## src/rtl/aes_core_arbiter_if.sv

```systemverilog
`default_nettype none
// ============================================================================
// Module   : aes_core_arbiter_if
// Purpose  : Requester request/response channels plus the AES core port.
// Revision : 1.0 - initial release
// ============================================================================
interface aes_core_arbiter_if;
    logic [1:0]   req_valid;
    logic [1:0]   req_ready;
    logic [255:0] req_key;
    logic [255:0] req_text;
    logic [1:0]   resp_valid;
    logic [1:0]   resp_ready;
    logic [127:0] resp_data;
    logic         resp_err;
    logic         core_ld;
    logic [127:0] core_key;
    logic [127:0] core_text;
    logic         core_done;
    logic [127:0] core_text_out;
    logic         core_rst_n;

    modport slave (
        input  req_valid, req_key, req_text, resp_ready, core_done, core_text_out,
        output req_ready, resp_valid, resp_data, resp_err, core_ld, core_key,
               core_text, core_rst_n
    );

    modport master (
        output req_valid, req_key, req_text, resp_ready, core_done, core_text_out,
        input  req_ready, resp_valid, resp_data, resp_err, core_ld, core_key,
               core_text, core_rst_n
    );
endinterface
`default_nettype wire

```

## src/rtl/aes_core_arbiter.sv

```systemverilog
`default_nettype none
// ============================================================================
// Module   : aes_core_arbiter
// Purpose  : Round-robin sharing of one AES-128 core between two requesters.
//            Optional core watchdog: define AES_ARB_TIMEOUT_EN.
// Revision : 1.0 - initial release
// ============================================================================
module aes_core_arbiter #(
    parameter int TIMEOUT_CYCLES = 64,
    parameter int CNT_W          = 16
) (
    input  wire logic             clk,
    input  wire logic             reset,
    aes_core_arbiter_if.slave     bus,
    output logic [CNT_W-1:0]      job_cnt0,
    output logic [CNT_W-1:0]      job_cnt1
);

    typedef enum logic [1:0] {
        S_IDLE = 2'd0,
        S_LOAD = 2'd1,
        S_BUSY = 2'd2,
        S_RESP = 2'd3
    } state_t;

    if (TIMEOUT_CYCLES < 1) begin : g_bad_timeout
        $error("aes_core_arbiter: TIMEOUT_CYCLES must be at least 1");
    end

    state_t             state_q;
    logic               last_grant_q;
    logic               owner_q;
    logic               core_ld_q;
    logic [127:0]       core_key_q;
    logic [127:0]       core_text_q;
    logic [1:0]         resp_valid_q;
    logic [127:0]       resp_data_q;
    logic [CNT_W-1:0]   job_cnt0_q;
    logic [CNT_W-1:0]   job_cnt1_q;
    logic               w_grant;

`ifdef AES_ARB_TIMEOUT_EN
    localparam int c_TMR_W = $clog2(TIMEOUT_CYCLES + 1);
    logic [c_TMR_W-1:0] timer_q;
    logic               resp_err_q;
    logic               core_rst_n_q;
    assign bus.resp_err   = resp_err_q;
    assign bus.core_rst_n = core_rst_n_q;
`else
    assign bus.resp_err   = 1'b0;
    assign bus.core_rst_n = 1'b1;
`endif

    // On a tie the requester that did not win last time is served.
    always_comb begin
        w_grant = 1'b0;
        case (bus.req_valid)
            2'b10:   w_grant = 1'b1;
            2'b11:   w_grant = ~last_grant_q;
            default: w_grant = 1'b0;
        endcase
    end

    assign bus.req_ready  = (state_q == S_IDLE) ? (bus.req_valid & (2'b01 << w_grant)) : 2'b00;
    assign bus.core_ld    = core_ld_q;
    assign bus.core_key   = core_key_q;
    assign bus.core_text  = core_text_q;
    assign bus.resp_valid = resp_valid_q;
    assign bus.resp_data  = resp_data_q;
    assign job_cnt0       = job_cnt0_q;
    assign job_cnt1       = job_cnt1_q;

    always_ff @(posedge clk) begin
        if (!reset) begin
            state_q      <= S_IDLE;
            last_grant_q <= 1'b1;
            owner_q      <= 1'b0;
            core_ld_q    <= 1'b0;
            core_key_q   <= '0;
            core_text_q  <= '0;
            resp_valid_q <= 2'b00;
            resp_data_q  <= '0;
            job_cnt0_q   <= '0;
            job_cnt1_q   <= '0;
`ifdef AES_ARB_TIMEOUT_EN
            timer_q      <= '0;
            resp_err_q   <= 1'b0;
            core_rst_n_q <= 1'b1;
`endif
        end else begin
            unique case (state_q)
                S_IDLE: begin
                    if (|bus.req_ready) begin
                        core_key_q   <= w_grant ? bus.req_key[255:128]  : bus.req_key[127:0];
                        core_text_q  <= w_grant ? bus.req_text[255:128] : bus.req_text[127:0];
                        owner_q      <= w_grant;
                        last_grant_q <= w_grant;
                        core_ld_q    <= 1'b1;
                        state_q      <= S_LOAD;
                    end
                end
                S_LOAD: begin
                    core_ld_q <= 1'b0;
                    state_q   <= S_BUSY;
`ifdef AES_ARB_TIMEOUT_EN
                    timer_q   <= '0;
`endif
                end
                S_BUSY: begin
                    if (bus.core_done) begin
                        resp_data_q  <= bus.core_text_out;
                        resp_valid_q <= 2'b01 << owner_q;
                        state_q      <= S_RESP;
`ifdef AES_ARB_TIMEOUT_EN
                        resp_err_q   <= 1'b0;
                    end else if (timer_q == c_TMR_W'(TIMEOUT_CYCLES - 1)) begin
                        // Core is hung: reset it for one cycle and abort the job.
                        core_rst_n_q <= 1'b0;
                        resp_err_q   <= 1'b1;
                        resp_data_q  <= '0;
                        resp_valid_q <= 2'b01 << owner_q;
                        state_q      <= S_RESP;
                    end else begin
                        timer_q <= timer_q + c_TMR_W'(1);
`endif
                    end
                end
                S_RESP: begin
`ifdef AES_ARB_TIMEOUT_EN
                    core_rst_n_q <= 1'b1;
`endif
                    if (bus.resp_ready[owner_q]) begin
                        resp_valid_q <= 2'b00;
                        if (owner_q) job_cnt1_q <= job_cnt1_q + CNT_W'(1);
                        else         job_cnt0_q <= job_cnt0_q + CNT_W'(1);
`ifdef AES_ARB_TIMEOUT_EN
                        resp_err_q   <= 1'b0;
`endif
                        state_q      <= S_IDLE;
                    end
                end
                default: state_q <= S_IDLE;
            endcase
        end
    end

endmodule
`default_nettype wire

```

## src/flat_wrapper.sv

```systemverilog
// flat-port wrapper written by rule: the top's interface ports become plain ports
module aes_core_arbiter_flat 
#(
    parameter int TIMEOUT_CYCLES = 64,
    parameter int CNT_W          = 16
)
  (clk, reset, job_cnt0, job_cnt1, bus_req_valid, bus_req_key, bus_req_text, bus_resp_ready, bus_core_done, bus_core_text_out, bus_req_ready, bus_resp_valid, bus_resp_data, bus_resp_err, bus_core_ld, bus_core_key, bus_core_text, bus_core_rst_n);
  aes_core_arbiter_if bus_i ();
  input  wire logic clk;
  input  wire logic reset;
  output logic [CNT_W-1:0] job_cnt0;
  output logic [CNT_W-1:0] job_cnt1;
  input wire logic [$bits(bus_i.req_valid)-1:0] bus_req_valid;
  input wire logic [$bits(bus_i.req_key)-1:0] bus_req_key;
  input wire logic [$bits(bus_i.req_text)-1:0] bus_req_text;
  input wire logic [$bits(bus_i.resp_ready)-1:0] bus_resp_ready;
  input wire logic [$bits(bus_i.core_done)-1:0] bus_core_done;
  input wire logic [$bits(bus_i.core_text_out)-1:0] bus_core_text_out;
  output wire logic [$bits(bus_i.req_ready)-1:0] bus_req_ready;
  output wire logic [$bits(bus_i.resp_valid)-1:0] bus_resp_valid;
  output wire logic [$bits(bus_i.resp_data)-1:0] bus_resp_data;
  output wire logic [$bits(bus_i.resp_err)-1:0] bus_resp_err;
  output wire logic [$bits(bus_i.core_ld)-1:0] bus_core_ld;
  output wire logic [$bits(bus_i.core_key)-1:0] bus_core_key;
  output wire logic [$bits(bus_i.core_text)-1:0] bus_core_text;
  output wire logic [$bits(bus_i.core_rst_n)-1:0] bus_core_rst_n;
  assign bus_i.req_valid = bus_req_valid;
  assign bus_i.req_key = bus_req_key;
  assign bus_i.req_text = bus_req_text;
  assign bus_i.resp_ready = bus_resp_ready;
  assign bus_i.core_done = bus_core_done;
  assign bus_i.core_text_out = bus_core_text_out;
  assign bus_req_ready = bus_i.req_ready;
  assign bus_resp_valid = bus_i.resp_valid;
  assign bus_resp_data = bus_i.resp_data;
  assign bus_resp_err = bus_i.resp_err;
  assign bus_core_ld = bus_i.core_ld;
  assign bus_core_key = bus_i.core_key;
  assign bus_core_text = bus_i.core_text;
  assign bus_core_rst_n = bus_i.core_rst_n;
  aes_core_arbiter #(.TIMEOUT_CYCLES(TIMEOUT_CYCLES), .CNT_W(CNT_W)) u_core (.clk(clk), .reset(reset), .bus(bus_i), .job_cnt0(job_cnt0), .job_cnt1(job_cnt1));
endmodule
```

## config.mk

```make
export PLATFORM = sky130hd
export DESIGN_NAME = aes_core_arbiter_flat
export DESIGN_NICKNAME = d
export VERILOG_FILES = /design/src/rtl/aes_core_arbiter_if.sv /design/src/rtl/aes_core_arbiter.sv /design/src/flat_wrapper.sv
export SDC_FILE = /design/constraint.sdc
export NUM_CORES = 1
export LEC_CHECK = 0
export ABC_AREA = 1
export BUFFER_PORTS_ARGS = -buffer_cell sky130_fd_sc_hd__buf_4
export CAP_MARGIN = 25
export CORE_AREA = 3 3 412 414
export DETAILED_ROUTE_END_ITERATION = 10
export DIE_AREA = 0 0 415 417
export PLACE_DENSITY = 0.3
export SLEW_MARGIN = 40
export SYNTH_ARGS = -nofsm -noshare
export SYNTH_HDL_FRONTEND = slang
export SYNTH_SLANG_ARGS = --single-unit
```

## constraint.sdc

```tcl
create_clock -name clk -period 1.85 [get_ports clk]
set_clock_uncertainty 0.2 [all_clocks]
set_input_delay 0.185 -clock clk [delete_from_list [all_inputs] [get_ports clk]]
set_output_delay 0.185 -clock clk [all_outputs]
set_load 0.005 [all_outputs]
```

==> impl_metrics.py, run 1 <==
metrics = {
    "cts": {
        "clock_path_buffers": 3,
        "h-tree-depth": 2,
        "path_clk_slew_ns": 0.06,
        "cts_buffers": 59,
        "clock-sinks": 423,
        "cts_tree": "built",
        "clock-root-buffer": "clkbuf_16",
        "clock_latency_ns": 0.65,
    },
    "sta": {
        "drv_slew": 0,
        "max_freq_ghz": 0.517,
        "min_period_over_period_pct": 105,
        "period_minus_slack_ns": 1.94,
        "rsz0062_at_grt": "true",
        "finalSetupViolations": 45,
        "hold_violations": 0,
        "hold_ws_ns": 0.149,
        "setup_tns_ns": -1.02,
        "setup_ws_ns": -0.0854,
    },
    "detailed_routing": {
        "drt_iter0_drc": 1107,
        "wl_met1_mm": 47.8,
        "dr.pass1.iters": 5,
        "met2WireLength_mm": 55.0,
        "drtAntennaViolNets": 0,
        "routedWlPerCell_um": 18.3,
        "vias": 22490,
        "top_layer_used": "met5",
        "route.met3.wl_mm": 6.95,
        "drcViolationCount": 0,
        "routed_wl_mm": 114,
        "via_per_inst": 3.59,
    },
    "global_route": {
        "grt_pass1_wl_mm": 162,
        "grt_max_degree": 62,
        "grt_use_total_pct": 12.5,
        "antenna_found_initial": 20,
        "grt_pass1_vias": 23674,
        "overflow": 0,
    },
    "pwr": {
        "ir_drop_mv": 0.679,
        "leakagePower_nw": 16.3,
        "finalPower_mw": 41.1,
        "p_per_area_nw_per_um2": 1090,
    },
    "worst_setup_path": {
        "r2r_slack_ns": -0.04,
        "crit_chain": "buf_4 -> dlygate4sd3_1 -> nand2_2 -> nand2_8 -> inv_8 -> nand2_4 -> buf_6 -> inv_2 -> buf_6",
        "cp.arrival_ns": 1.55,
        "crit_family": "buffers and inverters",
        "path_common_cell": "buf_6",
        "path_depth": 9,
        "start_kind": "primary input",
        "cp_max_fo": 3,
        "max_stage_delay_ns": 0.63,
        "r2r-start": "u_core.state_q[0]",
        "path_buf_inv": 6,
        "crit_required_ns": 1.46,
        "worst_setup_path_end_kind": "primary output",
        "r2r_cells": 9,
        "cpMaxStageDelayCell": "dlygate4sd3_1",
        "crit_type": "primary input to primary output",
        "r2r_end": "u_core.bus.core_text[59]",
    },
    "logic_synthesis": {
        "netlist_top_cells_area": "dfxtp_1 (50%), nand2_1 (13%), a31oi_1 (9.5%)",
        "synthFlopType": "dfxtp_1",
        "synth_edf_count": 0,
        "async_flop_share_pct": 0,
        "ys_warn_count": 0,
        "synth_most_common_cell": "nand2_1",
        "synth_top_family_by_area": "compound AO/OA/AOI/OAI gates",
        "syn-num-nets": 2902,
        "synth_common_cells": "nand2_1 (569), dfxtp_1 (423), nor2_1 (294)",
        "synthAdderAreaFrac_pct": 0.445,
        "synthSimpleGateAreaFrac_pct": 20.8,
        "netlist_instances": 2249,
        "ys_seq_area_share_pct": 50.2,
        "yosysTopAreaCell": "dfxtp_1",
        "ys_seq_elements": 423,
        "synth_area_sq_um": 16900,
        "synth.area.mux_share_pct": 0,
        "synth_compound_area_share_pct": 22.2,
        "yosys.cell_types.count": 32,
        "yosysTopAreaCellShare_pct": 50.2,
        "avgSynthCellArea_sq_um": 7.50,
        "synth-xor-area-share_pct": 0.208,
    },
    "flow_run": {
        "maxCapViolCount": 0,
    },
    "run_status": {
        "status": "finished with violations",
        "violations": "setup timing",
    },
    "die": {
        "fp.dieH_um": 417,
        "rows": 150,
        "core_area_sq_um": 167000,
        "dieArea_sq_um": 173000,
        "die_w_um": 415,
        "initial_core_util_pct": 10.1,
        "pin_count": 1070,
    },
    "hold_path": {
        "min_to": "u_core.bus.resp_data[103]",
        "whs_path_depth": 4,
        "hp-start": "bus_core_text_out[103]",
        "hold_class": "primary input to flip-flop",
    },
    "place": {
        "post-place-cells": 5475,
        "post_dp_cell_area_sq_um": 28500,
        "post-place-ws_ns": -0.0830,
        "place.gp.congestion": 0.807,
        "hpwl_mm": 88.4,
        "port_buffers": 1067,
    },
    "finish": {
        "final_area_sq_um": 37500,
        "post-route-util_pct": 22.5,
        "drive_above_1_share_pct": 33.8,
        "fin_nets": 4652,
        "final_cells": 6261,
        "synthToLayoutAreaGrowth_pct": 122,
    },
}
placed cells by master, fill, tap and decap left out, types with 50 or more instances in the layout:
master / count
o21ai_1: 251
o21ai_0: 142
buf_12: 50
clkbuf_16: 61
dfxtp_1: 420
nor2_1: 287
buf_4: 1158
dlygate4sd3_1: 648
nand2_1: 565
a31oi_1: 256
final cells by class:
cell class | count | area, sq um
Clock inverter | 20 | 274
Sequential cell | 423 | 8470
Antenna cell | 14 | 35.0
Clock buffer | 85 | 1730
Inverter | 40 | 170
Tap cell | 2204 | 2760
Multi-Input combinational cell | 1598 | 7540
Fill cell | 18629 | 129000
Timing Repair Buffer | 1877 | 16500
cell families after synthesis:
kind of cell | after synthesis
adder cells (fa/ha/maj) | 6
XOR/XNOR | 4
AND/OR/NAND/NOR | 905
flip-flops | 423
buffers and inverters | 228
AO/OA/AOI/OAI | 681
other | 2
flip-flops by register name, indices dropped and copies added (netlist names):
name and count:
u_core.bus.core_text 128, u_core.bus.resp_data 128, u_core.owner_q 1, u_core.bus.core_ld 1, u_core.bus.core_key 128, u_core.state_q 2, u_core.last_grant_q 1, u_core.bus.resp_valid 2
u_core.job_cnt1 16, u_core.job_cnt0 16
worst max-delay path by stage:
stage / from / to / slack [ns]
after global routing: u_core.state_q[0] / bus_req_ready[0] / -0.20
after detailed placement: u_core.state_q[0] / u_core.bus.core_key[91] / -0.08
after global placement: u_core.state_q[0] / u_core.bus.core_key[1] / -0.06
after floorplan: u_core.state_q[0] / u_core.job_cnt0[13] / 0.13
after CTS: u_core.state_q[1] / bus_req_ready[1] / -0.20
final: bus_req_valid[0] / bus_req_ready[1] / -0.09
where the power goes:
part           internal, mW  total (mW)  switching, mW
Clock                  7.25        12.1           4.84
Sequential             11.7        13.5           1.73
Combinational          8.19        15.5           7.32
Total                  27.2        41.1           13.9
per-layer routing:
layer,GRT usage (%),up-vias
met2,21.3,685
li1,-,11170
met3,3.31,174
met4,5.02,10
met1,14.9,10451
met5,0,-
what timing repair did:
| action | 4_1_cts | 5_1_grt |
|---|---|---|
| pin swaps | 4 | 13 |
| hold endpoints to repair | 423 | 0 |
| gates resized for setup | 27 | 36 |
| endpoints found under the setup margin | 259 | 373 |
| gates cloned | 4 | 1 |
| hold buffers | 648 | 0 |
| setup buffers | 8 | 6 |
worst reg2reg max path: stages (launching register included):
cell,delay [ns]
dfxtp_2,0.32
inv_2,0.07
ha_4,0.18
nand3_4,0.08
buf_6,0.13
nand2_8,0.17
bufbuf_16,0.34
buf_12,0.13
o21ai_1,0.06
a31oi_1,0.15
No activity file was read; power rests on OpenSTA's default activity.
==> inputs of run 2 (changes only) <==
- MAX_ROUTING_LAYER: unset -> met4
- clock period: 1.85 -> 2 ns (I/O delays scaled with it)
==> run 2 against run 1 <==
Worst hold slack better by 0.0081 ns. First-iteration DRC count is 2.3% higher. Register-to-register slack better by 0.13 ns. Setup slack better by 0.17 ns. Critical path type is now flip-flop to flip-flop. Utilization is 0.36 points lower. Global-route usage is 0.29 points higher. The flow now finishes without violations. Cell area is 1.6% lower.
==> impl_metrics.py, run 2 (synthesis gave the netlist of run 1 again) <==
metrics = {
    "pwr": {
        "leakagePower_nw": 16.0,
        "finalPower_mw": 36.9,
        "p_per_area_nw_per_um2": 1000,
        "ir_drop_mv": 0.623,
    },
    "cts": {
        "clock_latency_ns": 0.64,
        "clock-sinks": 423,
        "clock_path_buffers": 3,
        "cts_tree": "built",
        "path_clk_slew_ns": 0.06,
        "cts_buffers": 59,
        "clock-root-buffer": "clkbuf_16",
        "h-tree-depth": 2,
    },
    "global_route": {
        "busiest_layer": "met2",
        "grt_use_total_pct": 12.8,
        "use_met1_pct": 14.9,
        "grt_use_met2_pct": 21.4,
        "overflow": 0,
        "use_met3_pct": 3.05,
        "grt_pass1_vias": 23474,
        "antenna_found_initial": 23,
        "grt_max_degree": 76,
        "grt_pass1_wl_mm": 161,
    },
    "finish": {
        "post-route-util_pct": 22.1,
        "final_area_sq_um": 36900,
        "synthToLayoutAreaGrowth_pct": 119,
        "drive_above_1_share_pct": 32.6,
        "layout_common_cells": "buf_4 (1144), dlygate4sd3_1 (653), nand2_1 (566)",
        "final_common_cell": "buf_4",
        "fin_nets": 4618,
    },
    "worst_setup_path": {
        "r2r-start": "u_core.state_q[1]",
        "r2r_slack_ns": 0.09,
        "crit_chain": "inv_2 -> ha_4 -> nand3_4 -> buf_4 -> nand2_8 -> buf_12 -> buf_4 -> o21ai_1 -> a31oi_1",
        "r2r_end": "u_core.bus.core_key[125]",
        "cp_max_fo": 19,
        "r2r_cells": 9,
        "cpMaxStageDelayCell": "dfxtp_2",
        "cp.arrival_ns": 2.27,
        "max_stage_delay_ns": 0.32,
        "crit_type": "flip-flop to flip-flop",
        "start_kind": "flip-flop",
        "worst_setup_path_end_kind": "flip-flop",
        "crit_required_ns": 2.36,
        "path_common_cell": "buf_4",
    },
    "hold_path": {
        "whs_path_depth": 4,
        "min_to": "u_core.bus.resp_data[15]",
        "hold_class": "primary input to flip-flop",
        "hp-start": "bus_core_text_out[15]",
    },
    "detailed_routing": {
        "routed_wl_mm": 114,
        "drt_iter0_drc": 1133,
        "routedWlPerCell_um": 18.4,
        "drcViolationCount": 0,
        "via_per_inst": 3.61,
        "vias": 22452,
        "dr.pass1.iters": 5,
        "drtAntennaViolNets": 0,
    },
    "run_status": {
        "status": "completed",
    },
    "die": {
        "die_w_um": 415,
        "rows": 150,
        "dieArea_sq_um": 173000,
        "core_area_sq_um": 167000,
        "initial_core_util_pct": 10.1,
        "pin_count": 1070,
        "fp.dieH_um": 417,
    },
    "sta": {
        "period_minus_slack_ns": 1.91,
        "hold_ws_ns": 0.158,
        "drv_slew": 0,
        "max_freq_ghz": 0.523,
        "hold_violations": 0,
        "finalSetupViolations": 0,
        "rsz0062_at_grt": "true",
        "min_period_over_period_pct": 95.5,
        "setup_tns_ns": 0,
    },
    "place": {
        "post_dp_cell_area_sq_um": 28200,
        "hpwl_mm": 87.6,
        "port_buffers": 1067,
        "place.gp.congestion": 0.815,
    },
    "flow_run": {
        "maxCapViolCount": 0,
    },
}
## run 2: report_power, final
part	switching, mW	internal [mW]	total [mW]
Clock	4.51	6.33	10.8
Combinational	6.61	6.99	13.6
Sequential	1.62	10.8	12.5
Total	12.7	24.2	36.9
## run 2: per-layer routing
metal  routed length (um)  share of wire [%]
met1                48100                 42
met2                55600                 49
met3                 6590                5.8
met4                 4030                3.5
met5                    0                  0
## run 2: how the worst max path moves through the flow
| stage | start | to | slack (ns) | depth (start not counted) |
|---|---|---|---|---|
| detailed placement | u_core.state_q[1] | u_core.bus.core_text[49] | 0.05 | 8 |
| global route | u_core.state_q[0] | u_core.bus.core_text[105] | -0.02 | 9 |
| finish | u_core.state_q[1] | u_core.bus.core_key[125] | 0.09 | 9 |
| CTS | u_core.state_q[0] | u_core.bus.resp_data[103] | 0.0004 | 7 |
| floorplan | u_core.state_q[0] | u_core.job_cnt0[13] | 0.28 | 8 |
| global placement | u_core.state_q[0] | u_core.bus.core_text[61] | 0.06 | 8 |
## run 2: cell type report
class	instances	area (sq um)
antenna	17	42.5
clock buffer	90	1740
multi-input combinational	1598	7470
clock inverter	11	178
inverter	40	164
sequential	423	8470
fill	18712	130000
timing repair buffer	1843	16100
tap	2204	2760
## run 2: critical path: cells and delay by family, from the launching register on
kind / cells / cell delay, ns
DFF: 1 / 0.32
adders and majority gates: 1 / 0.18
and+or+nand+nor: 2 / 0.18
buffers and inverters: 4 / 0.65
AOI/OAI and AO/OA: 2 / 0.26
## run 2: per-stage QoR
step	worst slack, ns	instances
2_1_floorplan	0.277	2249
3_3_place_gp	0.0567	5449
3_5_place_dp	0.0509	5449
4_1_cts	0.000447	6207
5_1_grt	-0.0249	6226
6_report	0.0893	6226
## run 2: repair_timing
item                       4_1_cts  5_1_grt
pin swaps                        4        1
setup endpoints to repair        2      158
gates resized for setup         11       24
hold endpoints to repair       423        0
cloned                           0        2
setup buffers                    5        0
hold buffers                   653        0
